--- config.mk ---
export PLATFORM = sky130hd
export DESIGN_NAME = hazard_ctrl
export DESIGN_NICKNAME = d
export VERILOG_FILES = /design/src/rtl/pipeline_pkg.sv /design/src/rtl/sat_counter.sv /design/src/rtl/hazard_ctrl.sv
export SDC_FILE = /design/constraint.sdc
export NUM_CORES = 1
export LEC_CHECK = 0
export CELL_PAD_IN_SITES_DETAIL_PLACEMENT = 0
export CELL_PAD_IN_SITES_GLOBAL_PLACEMENT = 1
export CORE_AREA = 2 2 125 127
export CTS_BUF_LIST = sky130_fd_sc_hd__clkbuf_8
export CTS_CLUSTER_DIAMETER = 30
export DETAILED_ROUTE_END_ITERATION = 7
export DIE_AREA = 0 0 127 129
export GPL_TIMING_DRIVEN = 1
export HOLD_SLACK_MARGIN = 0.12
export PLACE_DENSITY_LB_ADDON = 0.12
export SKIP_CTS_REPAIR_TIMING = 1
export SYNTH_ARGS = -nofsm -noshare
export SYNTH_HDL_FRONTEND = slang
export SYNTH_SLANG_ARGS = --single-unit
--- constraint.sdc ---
create_clock -name clk -period 2.3 [get_ports clk]
set_clock_uncertainty 0.05 [all_clocks]
set_input_delay 0.46 -clock clk [delete_from_list [all_inputs] [get_ports clk]]
set_output_delay 0.46 -clock clk [all_outputs]
set_load 0.02 [all_outputs]
--- src/rtl/pipeline_pkg.sv ---
// pipeline_pkg: shared types and widths for the RV64 pipeline control logic.
package pipeline_pkg;
  localparam int XLEN = 64;
  typedef enum logic [1:0] {RUN = 2'd0, DHAZ = 2'd1, MEMWAIT = 2'd2, REPLAY = 2'd3} hazard_state_t;
endpackage

--- src/rtl/sat_counter.sv ---
// sat_counter: saturating up-counter with synchronous clear.
module sat_counter #(
  parameter int W = 32
) (
  input  logic         clk,
  input  logic         rst_n,
  input  logic         clr,
  input  logic         inc,
  output logic [W-1:0] q
);
  always_ff @(posedge clk or negedge rst_n) begin
    if (!rst_n) q <= '0;
    else if (clr) q <= '0;
    else if (inc && q != '1) q <= q + 1'b1;
  end
endmodule

--- src/rtl/hazard_ctrl.sv ---
// hazard_ctrl: pipeline stall/flush/bubble controller with redirect replay across memory waits.
module hazard_ctrl
  import pipeline_pkg::*;
#(
  parameter int STALL_LIMIT = 64
) (
  input  logic            clk,
  input  logic            rst_n,
  input  logic            no_forwarding_data,
  input  logic            redirect_valid_EXB,
  input  logic [XLEN-1:0] redirect_pc_EXB,
  input  logic            mem_busy_MEMP,
  output logic            stall_IF,
  output logic            stall_IDR,
  output logic            stall_IDC,
  output logic            stall_EXA,
  output logic            stall_EXB,
  output logic            stall_MEMP,
  output logic            bubble_EXA,
  output logic            bubble_MEMR,
  output logic            flush_IF,
  output logic            flush_IDR,
  output logic            flush_IDC,
  output logic            flush_EXA,
  output logic            pc_redirect_valid,
  output logic [XLEN-1:0] pc_redirect,
  output logic [31:0]     stall_cycles,
  output logic            hazard_timeout,
  output logic [1:0]      state_o
);
  localparam int DW = $clog2(STALL_LIMIT + 1);
  hazard_state_t state, state_nxt;
  logic            pend_valid;
  logic [XLEN-1:0] pend_pc;
  logic [DW-1:0]   dhaz_cnt;
  logic            mem, replay, go_replay, redir, dhaz, flush;
  // Every control is gated by rst_n so outputs drop to 0 as soon as reset asserts.
  always_comb begin
    mem       = rst_n && mem_busy_MEMP;
    replay    = rst_n && !mem_busy_MEMP && state == REPLAY;
    go_replay = rst_n && !mem_busy_MEMP && state == MEMWAIT && (pend_valid || redirect_valid_EXB);
    redir     = rst_n && !mem_busy_MEMP && redirect_valid_EXB && (state == RUN || state == DHAZ);
    dhaz      = rst_n && !mem_busy_MEMP && no_forwarding_data && !replay && !go_replay && !redir;
    flush     = replay || redir;
    state_nxt = mem ? MEMWAIT : go_replay ? REPLAY : dhaz ? DHAZ : RUN;
  end
  assign stall_IF          = mem || dhaz;
  assign stall_IDR         = mem || dhaz;
  assign stall_IDC         = mem || dhaz;
  assign stall_EXA         = mem;
  assign stall_EXB         = mem;
  assign stall_MEMP        = mem;
  assign bubble_EXA        = dhaz;
  assign bubble_MEMR       = mem;
  assign flush_IF          = flush;
  assign flush_IDR         = flush;
  assign flush_IDC         = flush;
  assign flush_EXA         = flush;
  assign pc_redirect_valid = flush;
  assign pc_redirect       = replay ? pend_pc : redir ? redirect_pc_EXB : '0;
  assign state_o           = state;
  // EXB is frozen while memory waits, so only the first redirect seen is real.
  always_ff @(posedge clk or negedge rst_n) begin
    if (!rst_n) begin
      state          <= RUN;
      pend_valid     <= 1'b0;
      pend_pc        <= '0;
      hazard_timeout <= 1'b0;
    end else begin
      state <= state_nxt;
      if (replay) pend_valid <= 1'b0;
      else if ((mem || state == MEMWAIT) && redirect_valid_EXB && !pend_valid) begin
        pend_valid <= 1'b1;
        pend_pc    <= redirect_pc_EXB;
      end
      if (dhaz && int'(dhaz_cnt) >= STALL_LIMIT - 1) hazard_timeout <= 1'b1;
    end
  end
  sat_counter #(.W(32)) u_stall_cnt (
    .clk(clk), .rst_n(rst_n), .clr(1'b0), .inc(stall_IF), .q(stall_cycles)
  );
  sat_counter #(.W(DW)) u_dhaz_cnt (
    .clk(clk), .rst_n(rst_n), .clr(!dhaz), .inc(dhaz), .q(dhaz_cnt)
  );
endmodule
==> results of run 1 <==
worst max-delay path, delay by kind of cell, from the launching register on:
kind,cells,cell delay (ps)
simple gates,2,290
compound gates,1,150
flops,1,400
buf+inv,5,650
power by group through the flow:
stage          Combinational (mW)  Sequential, mW  Clock [mW]
2_1_floorplan               0.828            2.87           0
3_3_place_gp                 1.35            2.88           0
3_5_place_dp                 1.39            2.90           0
4_1_cts                      1.39            2.86        1.43
5_1_grt                      1.53            2.96        1.50
6_report                     1.42            2.88        1.39
metrics by stage:
stage          setup WS (ps)  hold slack (ps)   util
5_1_grt                 -158              276  0.531
3_5_place_dp            -602              411  0.492
6_report               -75.9              236  0.531
2_1_floorplan           85.6              114      -
4_1_cts                 -603              223  0.508
3_3_place_gp            -586              410  0.492
cell usage in the layout (no fill, tap or decap), types with 12 or more instances in the layout:
cell             instances
a22o_1                  64
buf_4                   47
buf_6                   53
clkdlybuf4s50_1        104
dfrtp_1                107
mux2_2                  65
nand2_1                 18
nand4_1                 13
nor2_1                  12
nor3_1                  14
xnor2_1                 16
xor2_1                  16
flip-flops by register name (all words and copies together), names as in the netlist:
name and flops:
pend_pc 64, pend_valid 1, u_dhaz_cnt.q 7, state_o 2, u_stall_cnt.q 32, hazard_timeout 1
final cells by class:
class                      count  area, sq um  area share
antenna                        2         5.00    0.000629
clock buffer                  10          138      0.0173
clock inverter                 6          104      0.0130
inverter                       7         26.3     0.00330
multi-input combinational    283         2330       0.293
sequential                   107         2680       0.336
tap                          188          235      0.0296
timing repair buffer         231         2440       0.306
kinds of logic (layout without fill, tap and decap cells):
| family | Yosys count | count (layout) | synth area share |
|---|---|---|---|
| adder cells (fa/ha/maj) | 2 | 2 | 0.00485 |
| AND/OR/NAND/NOR | 100 | 100 | 0.104 |
| multiplexers | 66 | 66 | 0.144 |
| XOR/XNOR | 32 | 32 | 0.0543 |
| flip-flops | 107 | 107 | 0.519 |
| AO/OA/AOI/OAI | 83 | 83 | 0.137 |
| buffers and inverters | 39 | 254 | 0.0369 |
| other | 0 | 2 | 0 |
routing by layer:
| layer | vias to the layer above | wire length [um] |
|---|---|---|
| met2 | 142 | 6640 |
| met5 | - | 5 |
| li1 | 1998 | - |
| met1 | 2073 | 6870 |
| met4 | 2 | 203 |
| met3 | 16 | 915 |
cell usage after synthesis, types with 2 or more instances:
master    number
a21oi_1        4
a22o_1        64
a31oi_1        4
and2_1         2
and3_1        11
and4_1         5
buf_2          8
buf_4          9
clkbuf_1      14
dfrtp_1      107
ha_1           2
inv_1          7
mux2_2        65
nand2_1       18
nand2b_1       3
nand3_1       11
nand4_1       13
nor2_1        14
nor3_1        14
nor4_1         2
o21a_1         2
o21ai_0        2
o22a_1         2
or2_2          2
xnor2_1       16
xor2_1        16
worst paths after layout:
check | from | end | slack (ps) | depth (start not counted)
worst max register to register | state_o[0] | u_stall_cnt.q[31] | 210 | 7
worst max-delay path | state_o[1] | pc_redirect[52] | -80 | 8
max in group asynchronous | rst_n | pend_pc[41] | 1240 | 3
worst min register to register | hazard_timeout | hazard_timeout | 430 | 1
min in group clk | mem_busy_MEMP | state_o[1] | 420 | 4
worst min-delay path | rst_n | u_stall_cnt.q[14] | 240 | 3
==> out/qor.yml, run 1 <==
outcome: "finished, violations left"
violations: "negative setup slack"
min_period_ps: 2380
numCtsBuffers: 9
place_inst: 796
critPathKind: "reg -> out"
port_buffers: 180
cp_max_fo: 8
synthArstFlopShare: 1.00
worstSkewPairLatency_ps: 380
clock_path_buffers: 2
ys_seq_elements: 107
synthTopCellsByArea: "dfrtp_1 52%, mux2_2 14%, a22o_1 11%"
cp_slowest_cell: "dfrtp_1"
drc: 0
combPwrFrac: 0.250
synth.cell_area_sq_um: 5160
critical_path_arrival_ps: 1870
max-cap-violations: 0
worst_pin_slew_ps: 878
design.die.area_sq_um: 16400
p_sw_mw: 1.55
busiest_layer: "met2"
routedWlPerCell_um: 17.5
antenna_found_initial: 3
ios: 181
min_period_over_period: 1.03
max-vdd-ir-drop_mv: 0.515
finalWeightedCongestion: 0.800
syn_to_final_growth_pct: 54.3
use_met2: 0.243
rsz0062_at_grt: "yes"
use_met1: 0.225
yosysSeqAreaShare: 0.519
p_clk_frac: 0.244
end_kind: "output pin"
synth_top_area_cell: "dfrtp_1"
viasPerCell: 5.07
powerDensity_nw_per_um2: 715
hp-class: "in -> async"
syn-instance-count: 429
path_cells: "buf_6 > nand2b_4 > nor2_4 > buf_12 > buf_12 > clkbuf_16 > a22o_1 > buf_6"
synth_edf_count: 0
drive_above_1_share: 0.328
route.antenna.remaining_nets: 0
dieHeight_um: 129
grt_max_degree: 69
clkSinkCount: 107
synth_flop_cell: "dfrtp_1"
initial_utilization: 0.344
slowest_delay_ps: 400
htree_levels: 3
ys_types: 38
synth_top_area_share: 0.519
grt_use_total: 0.161
syn-num-nets: 500
cts.clk_slew.worst_paths_ps: 100
drtPass1Iterations: 4
hold_violations: 0
dpl.hpwl_um: 9280
syn-mean-instance-area_sq_um: 12.0
worst-endpoint-required_ps: 1790
fin_cells: 834
power_frac_seq: 0.506
grt_pass1_wl_um: 21000
cts_tree: "yes"
clock.fmax_mhz: 421
stdcell_area_sq_um: 7960
total_power_mw: 5.69
nFillCells: 1311
drt-initial-drc-count: 125
grtUsageMet3: 0.0403
final_net_count: 710
start_kind: "flop"
placed_area_sq_um: 7360
grt_pass1_vias: 3997
fp-row-count: 45
slew_headroom: 0.415
maxSlewViolCount: 0
final.setup.worst_slack_ps: -75.9
root_buffer: "clkbuf_8"
yosysWarnings: 0
p_int_mw: 4.14
die_width_um: 127
via_count: 4231
setup_tns_ps: -1290
switching_share: 0.273
p_leak_nw: 3.61
wirelength_um: 14600
core-area_sq_um: 15000
grt_overflow: 0
setup_violations: 28
No activity file was read; power rests on OpenSTA's default activity.
==> run 2, diff against run 1 <==
Settings changed: CORE_AREA 2 2 125 127 to 2 2 130 132, CTS_CLUSTER_DIAMETER 30 to 50, DIE_AREA 0 0 127 129 to 0 0 132 134, PLACE_DENSITY set to 0.88, PLACE_DENSITY_LB_ADDON 0.12 to unset, SYNTH_HIERARCHICAL set to 1.
==> run 2 against run 1 <==
Net effect:
- the flow still finishes with violations (negative setup slack)
- power decreased by 7.7%
- register-to-register slack lost 160 ps
- area after synthesis grew 9.3%
- via count rose by 14%
- routed wire length grew 11%
- sequential share of layout area decreased by 0.93 points
- core utilization shrank 2.9 points
- maximum frequency is 2.5% higher
- critical path depth down 2
- clock power down 7%
- die area increased by 8.0%
- largest power group unchanged
==> out/qor.yml, run 2 <==
drc: 0  # unchanged
root_buffer: "clkbuf_8"
synth_xor_area_frac: 0.0202  # -0.0341
reg.largest.list: "pend_pc (64), u_stall_cnt/q (32), u_dhaz_cnt/q (7)"
synth_flop_cell: "dfrtp_1"
via_count: 4839  # +14%
synth-simple-area-share: 0.142  # +0.0380
synth_top_area_share: 0.475  # -0.0442
min_period_ps: 2320  # -56.9 ps
worstSkewPairLatency_ps: 380  # about the same
synth_top_area_cell: "dfrtp_1"
synth_top_family_by_area: "compound AO/OA/AOI/OAI gates"
yosysMostFrequentCell: "dfrtp_1"
p_leak_nw: 3.60  # about the same
maxUsedRoutingLayer: "met5"
hold_violations: 0  # unchanged
critical_path_arrival_ps: 1810  # -60 ps
synthMuxAreaShare: 0.142  # -0.00161
largest_reg_flops: 64  # unchanged
cts_tree: "yes"
synth_edf_count: 0  # unchanged
startpoint: "state_o[1]"
slew_headroom: 0.418  # +0.00368
drive_above_1_share: 0.338  # +0.00997
ys_types: 57  # +50%
grt_overflow: 0  # unchanged
port_buffers: 180  # unchanged
syn-mean-instance-area_sq_um: 11.5  # -4.5%
nFillCells: 1461  # +11%
design.die.area_sq_um: 17700  # +8.0%
wl_met3_um: 945  # +3.3%
yosysWarnings: 6  # +6
cts.clk_slew.worst_paths_ps: 100  # about the same
outcome: "finished, violations left"
antenna_found_initial: 1  # -2
multi_input_area_sq_um: 2790  # +20%
worst_pin_slew_ps: 866  # -12.2 ps
hp-class: "in -> async"
yosysSeqAreaShare: 0.475  # -0.0442
setup_violations: 5  # -82%
synth_common_cells: "107 x dfrtp_1, 64 x a22o_1, 64 x mux2_2"
ys_seq_elements: 107  # unchanged
grt_max_degree: 56  # -19%
top_register: "pend_pc"
numCtsBuffers: 9  # unchanged
route.antenna.remaining_nets: 0  # unchanged
fp-row-count: 47  # +4.4%
regArea_sq_um: 2680  # about the same
die_width_um: 132  # +3.9%
synth_compound_area_frac: 0.165  # +0.0280
violations: "negative setup slack"
setup_tns_ps: -69.1  # +1220 ps
max-vdd-ir-drop_mv: 0.272  # -47%
wirelength_um: 16200  # +11%
cp_max_fo: 25  # +17
syn-instance-count: 491  # +14%
final_net_count: 768  # +8.2%
wl_met1_um: 7080  # +3.1%
powerDensity_nw_per_um2: 641  # -10%
mostFrequentLayoutCells: "106 x dfrtp_1, 101 x clkdlybuf4s50_1, 64 x a22o_1, 64 x mux2_2, 53 x buf_4"
synthTopCellsByArea: "dfrtp_1 47%, mux2_2 13%, a22o_1 9.9%"
max-cap-violations: 0  # unchanged
wl_met2_um: 7900  # +19%
end_kind: "output pin"
synth.cell_area_sq_um: 5640  # +9.3%
viasPerCell: 5.25  # +3.5%
initial_utilization: 0.346  # +0.00175
final_common_cell: "dfrtp_1"
total_power_mw: 5.25  # -7.7%
final.setup.worst_slack_ps: -19.0  # +56.9 ps
clkSinkCount: 107  # unchanged
grt_use_total: 0.171  # +0.0103
maxSlewViolCount: 0  # unchanged
htree_levels: 3  # unchanged
dieHeight_um: 134  # +3.9%
dpl.hpwl_um: 10900  # +18%
core-area_sq_um: 16300  # +8.8%
rsz0062_at_grt: "yes"
synthAdderAreaFrac: 0.00444  # -0.000413
clock.fmax_mhz: 431  # +2.5%
rr_startpoint: "state_o[1]"
routedWlPerCell_um: 17.6  # +0.14%
drtPass1Iterations: 5  # +1
syn_to_final_growth_pct: 45.3
grt_pass1_wl_um: 24500  # +17%
ios: 181  # unchanged
finalWeightedCongestion: 0.838  # +4.8%
worst-endpoint-required_ps: 1790  # about the same
min_period_over_period: 1.01  # -0.0248
critPathKind: "reg -> out"
clock_path_buffers: 2  # unchanged
drt-initial-drc-count: 177  # +42%
start_kind: "flop"
n_antenna_cell: 0  # -2
grt_pass1_vias: 4807  # +20%
synthArstFlopShare: 1.00  # unchanged
==> run 2: cell types whose count changed in the layout (fill, tap and decap cells not counted), sizes merged, moves of 5 or more <==
cell    before  now
inv          8   13
nor4         2    7
mux2        65   70
a21oi        4   14
a211oi       1    7
nor2        14   33
nand4       13    8
nor2b        1    7
xnor2       16   10
clkbuf      20   33
buf        110   92
xor2        16    3
nor3        14    6
==> run 2: path summary, 6_finish.rpt <==
| path | endpoint | slack [ps] | depth (start not counted) |
|---|---|---|---|
| setup reg to reg | u_stall_cnt/q[21] | 50 | 8 |
| min in group clk | pend_valid | 410 | 3 |
| hold / removal | u_dhaz_cnt/q[4] | 190 | 2 |
| max in group asynchronous | pend_pc[14] | 810 | 3 |
| setup / recovery | pc_redirect[55] | -20 | 6 |
| hold reg to reg | pend_pc[23] | 450 | 1 |
==> run 2: stage by stage <==
stage | area, sq um | hold WS (ps) | utilization | std cells | worst slack (ps)
CTS | 8070 | 199 | 0.496 | 909 | -758
global route | 8190 | 238 | 0.503 | 922 | -123
detailed placement | 7850 | 439 | 0.482 | 893 | -759
floorplan | 5700 | 114 | - | 494 | -132
finish | 8190 | 193 | 0.503 | 922 | -19.0
global placement | 7850 | 405 | 0.482 | 893 | -690
==> run 2: area by class of cell <==
cell class / instances / area share
timing repair buffer: 228 / 0.266
inverter: 11 / 0.00504
clock inverter: 7 / 0.0122
multi-input combinational: 340 / 0.341
clock buffer: 9 / 0.0151
sequential: 107 / 0.327
tap: 220 / 0.0336
==> run 2: power breakdown <==
part	internal, mW	total, mW	switching [mW]
clock	0.622	1.29	0.670
combinational	0.730	1.18	0.451
sequential	2.46	2.78	0.312
==> run 2: critical path, cell delays in order (launching register included) <==
cell and delay, ps:
dfrtp_2 450, nand2_2 120, nor2_4 60, buf_4 150, clkbuf_16 180, a22o_1 240, dlymetal6s2s_1 200
==> run 2: kinds of logic (layout without fill, tap and decap cells) <==
family                   count (synthesis)  after routing
buffers and inverters                   47            255
XOR/XNOR                                13             13
flip-flops                             107            107
AND/OR/NAND/NOR                        135            135
multiplexers                            71             71
adder cells (fa/ha/maj)                  2              2
other                                    1              4
AO/OA/AOI/OAI                          115            115
==> run 2: metal layers <==
metal  track usage  up-vias
li1              -     2241
met1         0.211     2398
met2         0.297      177
met3        0.0382       21
met4        0.0586        2
met5             0        -
==> run 3, diff against run 2 <==
Settings changed: REMOVE_ABC_BUFFERS set to 1.
==> run 3 against run 2 <==
Net effect:
- the run still ends with negative setup slack left
- register-to-register slack worse by 120 ps
- sequential cell count did not move
- first-iteration DRC count rose by 49%
- clock power down 6%
- final cell count grew 2.0%
- die area unchanged
- sequential share of layout area decreased by 2.0 points
- via count is 1.8% higher
==> out/qor.yml, run 3 (synthesis results as in run 2) <==
place_inst: 897  # +0.45%
violations: "negative setup slack"
multi_input_area_sq_um: 2870  # +2.6%
wirelength_um: 17800  # +9.6%
grt_max_degree: 65  # +16%
reg.largest.list: "pend_pc (64), u_stall_cnt/q (32), u_dhaz_cnt/q (7)"
max-vdd-ir-drop_mv: 0.311  # +14%
clkSinkCount: 107  # unchanged
antenna_found_initial: 0  # -1
clock.fmax_mhz: 391  # -9.4%
fp-row-count: 47  # unchanged
via_count: 4928  # +1.8%
top_register: "pend_pc"
drt-initial-drc-count: 263  # +49%
critical_path_arrival_ps: 2050  # +240 ps
route.antenna.remaining_nets: 0  # unchanged
path_cells: "nand2_2 > buf_6 > nor2_4 > buf_6 > clkbuf_16 > a22o_1 > buf_6"
n_antenna_cell: 0  # unchanged
worst-endpoint-required_ps: 1790  # about the same
worst_pin_slew_ps: 790  # -76.1 ps
nFillCells: 1393  # -4.7%
initial_utilization: 0.346  # unchanged
dpl.hpwl_um: 10700  # -1.8%
hp-class: "in -> async"
viasPerCell: 5.24  # -0.11%
core-area_sq_um: 16300  # unchanged
max-cap-violations: 0  # unchanged
setup_violations: 72  # +67
numCtsBuffers: 9  # unchanged
slew_headroom: 0.474  # +0.0552
timing.critical_path.mode_cell: "buf_6"
start_kind: "flop"
grt_overflow: 0  # unchanged
outcome: "finished, violations left"
cts_tree: "yes"
grt_use_total: 0.168  # -0.00295
min_period_over_period: 1.11  # +0.104
powerDensity_nw_per_um2: 599  # -6.6%
startpoint: "state_o[1]"
regArea_sq_um: 2680  # about the same
grt_pass1_vias: 4675  # -2.7%
cts.clk_slew.worst_paths_ps: 100  # about the same
slowest_delay_ps: 450  # about the same
syn_to_final_growth_pct: 54.9
maxSlewViolCount: 0  # unchanged
clock_path_buffers: 2  # unchanged
final_net_count: 786  # +2.3%
fin_cells: 940  # +2.0%
final_common_cell: "dfrtp_1"
final.setup.worst_slack_ps: -259  # -240 ps
cp_max_fo: 8  # -68%
grt_pass1_wl_um: 24300  # -0.87%
port_buffers: 180  # unchanged
worstSkewPairLatency_ps: 380  # about the same
setup_tns_ps: -9230  # -9160 ps
die_width_um: 132  # unchanged
hold_violations: 0  # unchanged
largest_reg_flops: 64  # unchanged
min_period_ps: 2560  # +240 ps
design.die.area_sq_um: 17700  # unchanged
total_power_mw: 5.23  # -0.38%
finalWeightedCongestion: 0.801  # -4.4%
routedWlPerCell_um: 18.9  # +7.5%
pre_cts_ws_ps: -762  # -3.06 ps
htree_levels: 3  # unchanged
rsz0062_at_grt: "yes"
drc: 0  # unchanged
critPathKind: "reg -> out"
ios: 181  # unchanged
end_kind: "output pin"
rr_startpoint: "state_o[1]"
cp_slowest_cell: "dfrtp_1"
drive_above_1_share: 0.363  # +0.0249
drtPass1Iterations: 5  # unchanged
mostFrequentLayoutCells: "107 x dfrtp_1, 100 x clkdlybuf4s50_1, 69 x buf_6"
p_leak_nw: 3.87  # +7.4%
root_buffer: "clkbuf_8"
dieHeight_um: 134  # unchanged
-- run 3: area by class of cell --
type,count,area share
multi-input cells,340,0.328
flip-flops and latches,107,0.307
repair buffers,246,0.306
well taps,220,0.0315
clock buffers,10,0.0158
clock inverters,6,0.00731
inverters,11,0.00473
-- run 3: per-stage QoR --
stage | utilization | area [sq um] | hold slack, ps
CTS | 0.494 | 8050 | -69.9
global placement | 0.482 | 7850 | 351
finish | 0.536 | 8730 | 243
floorplan | - | 5410 | 114
detailed placement | 0.482 | 7850 | 351
global route | 0.536 | 8730 | 302
-- run 3: worst paths after layout --
path,cells after the start,endpoint,slack [ps]
min in group clk,2,pend_valid,420
max in group asynchronous,3,pend_pc[55],850
setup / recovery,7,pc_redirect[9],-260
setup reg to reg,9,u_stall_cnt/q[21],-70
hold / removal,2,u_dhaz_cnt/q[6],240
hold reg to reg,1,pend_pc[23],450
-- run 3: worst max-delay path: cells and delay by family (launching register included) --
family / cells / cell delay (ps)
AOI/OAI and AO/OA: 1 / 210
buffers and inverters: 4 / 610
DFF: 1 / 450
and+or+nand+nor: 2 / 410
-- run 3: layer usage --
layer	global-route usage	up-vias	share of wire
li1	-	2279	-
met5	0	-	0
met1	0.224	2464	0.43
met3	0.0317	13	0.042
met4	0.0465	0	0.012
met2	0.282	172	0.51
-- run 3: report_power, final --
group | switching [mW] | total, mW | internal (mW)
Sequential | 0.321 | 2.78 | 2.46
Combinational | 0.468 | 1.24 | 0.770
Clock | 0.673 | 1.21 | 0.534
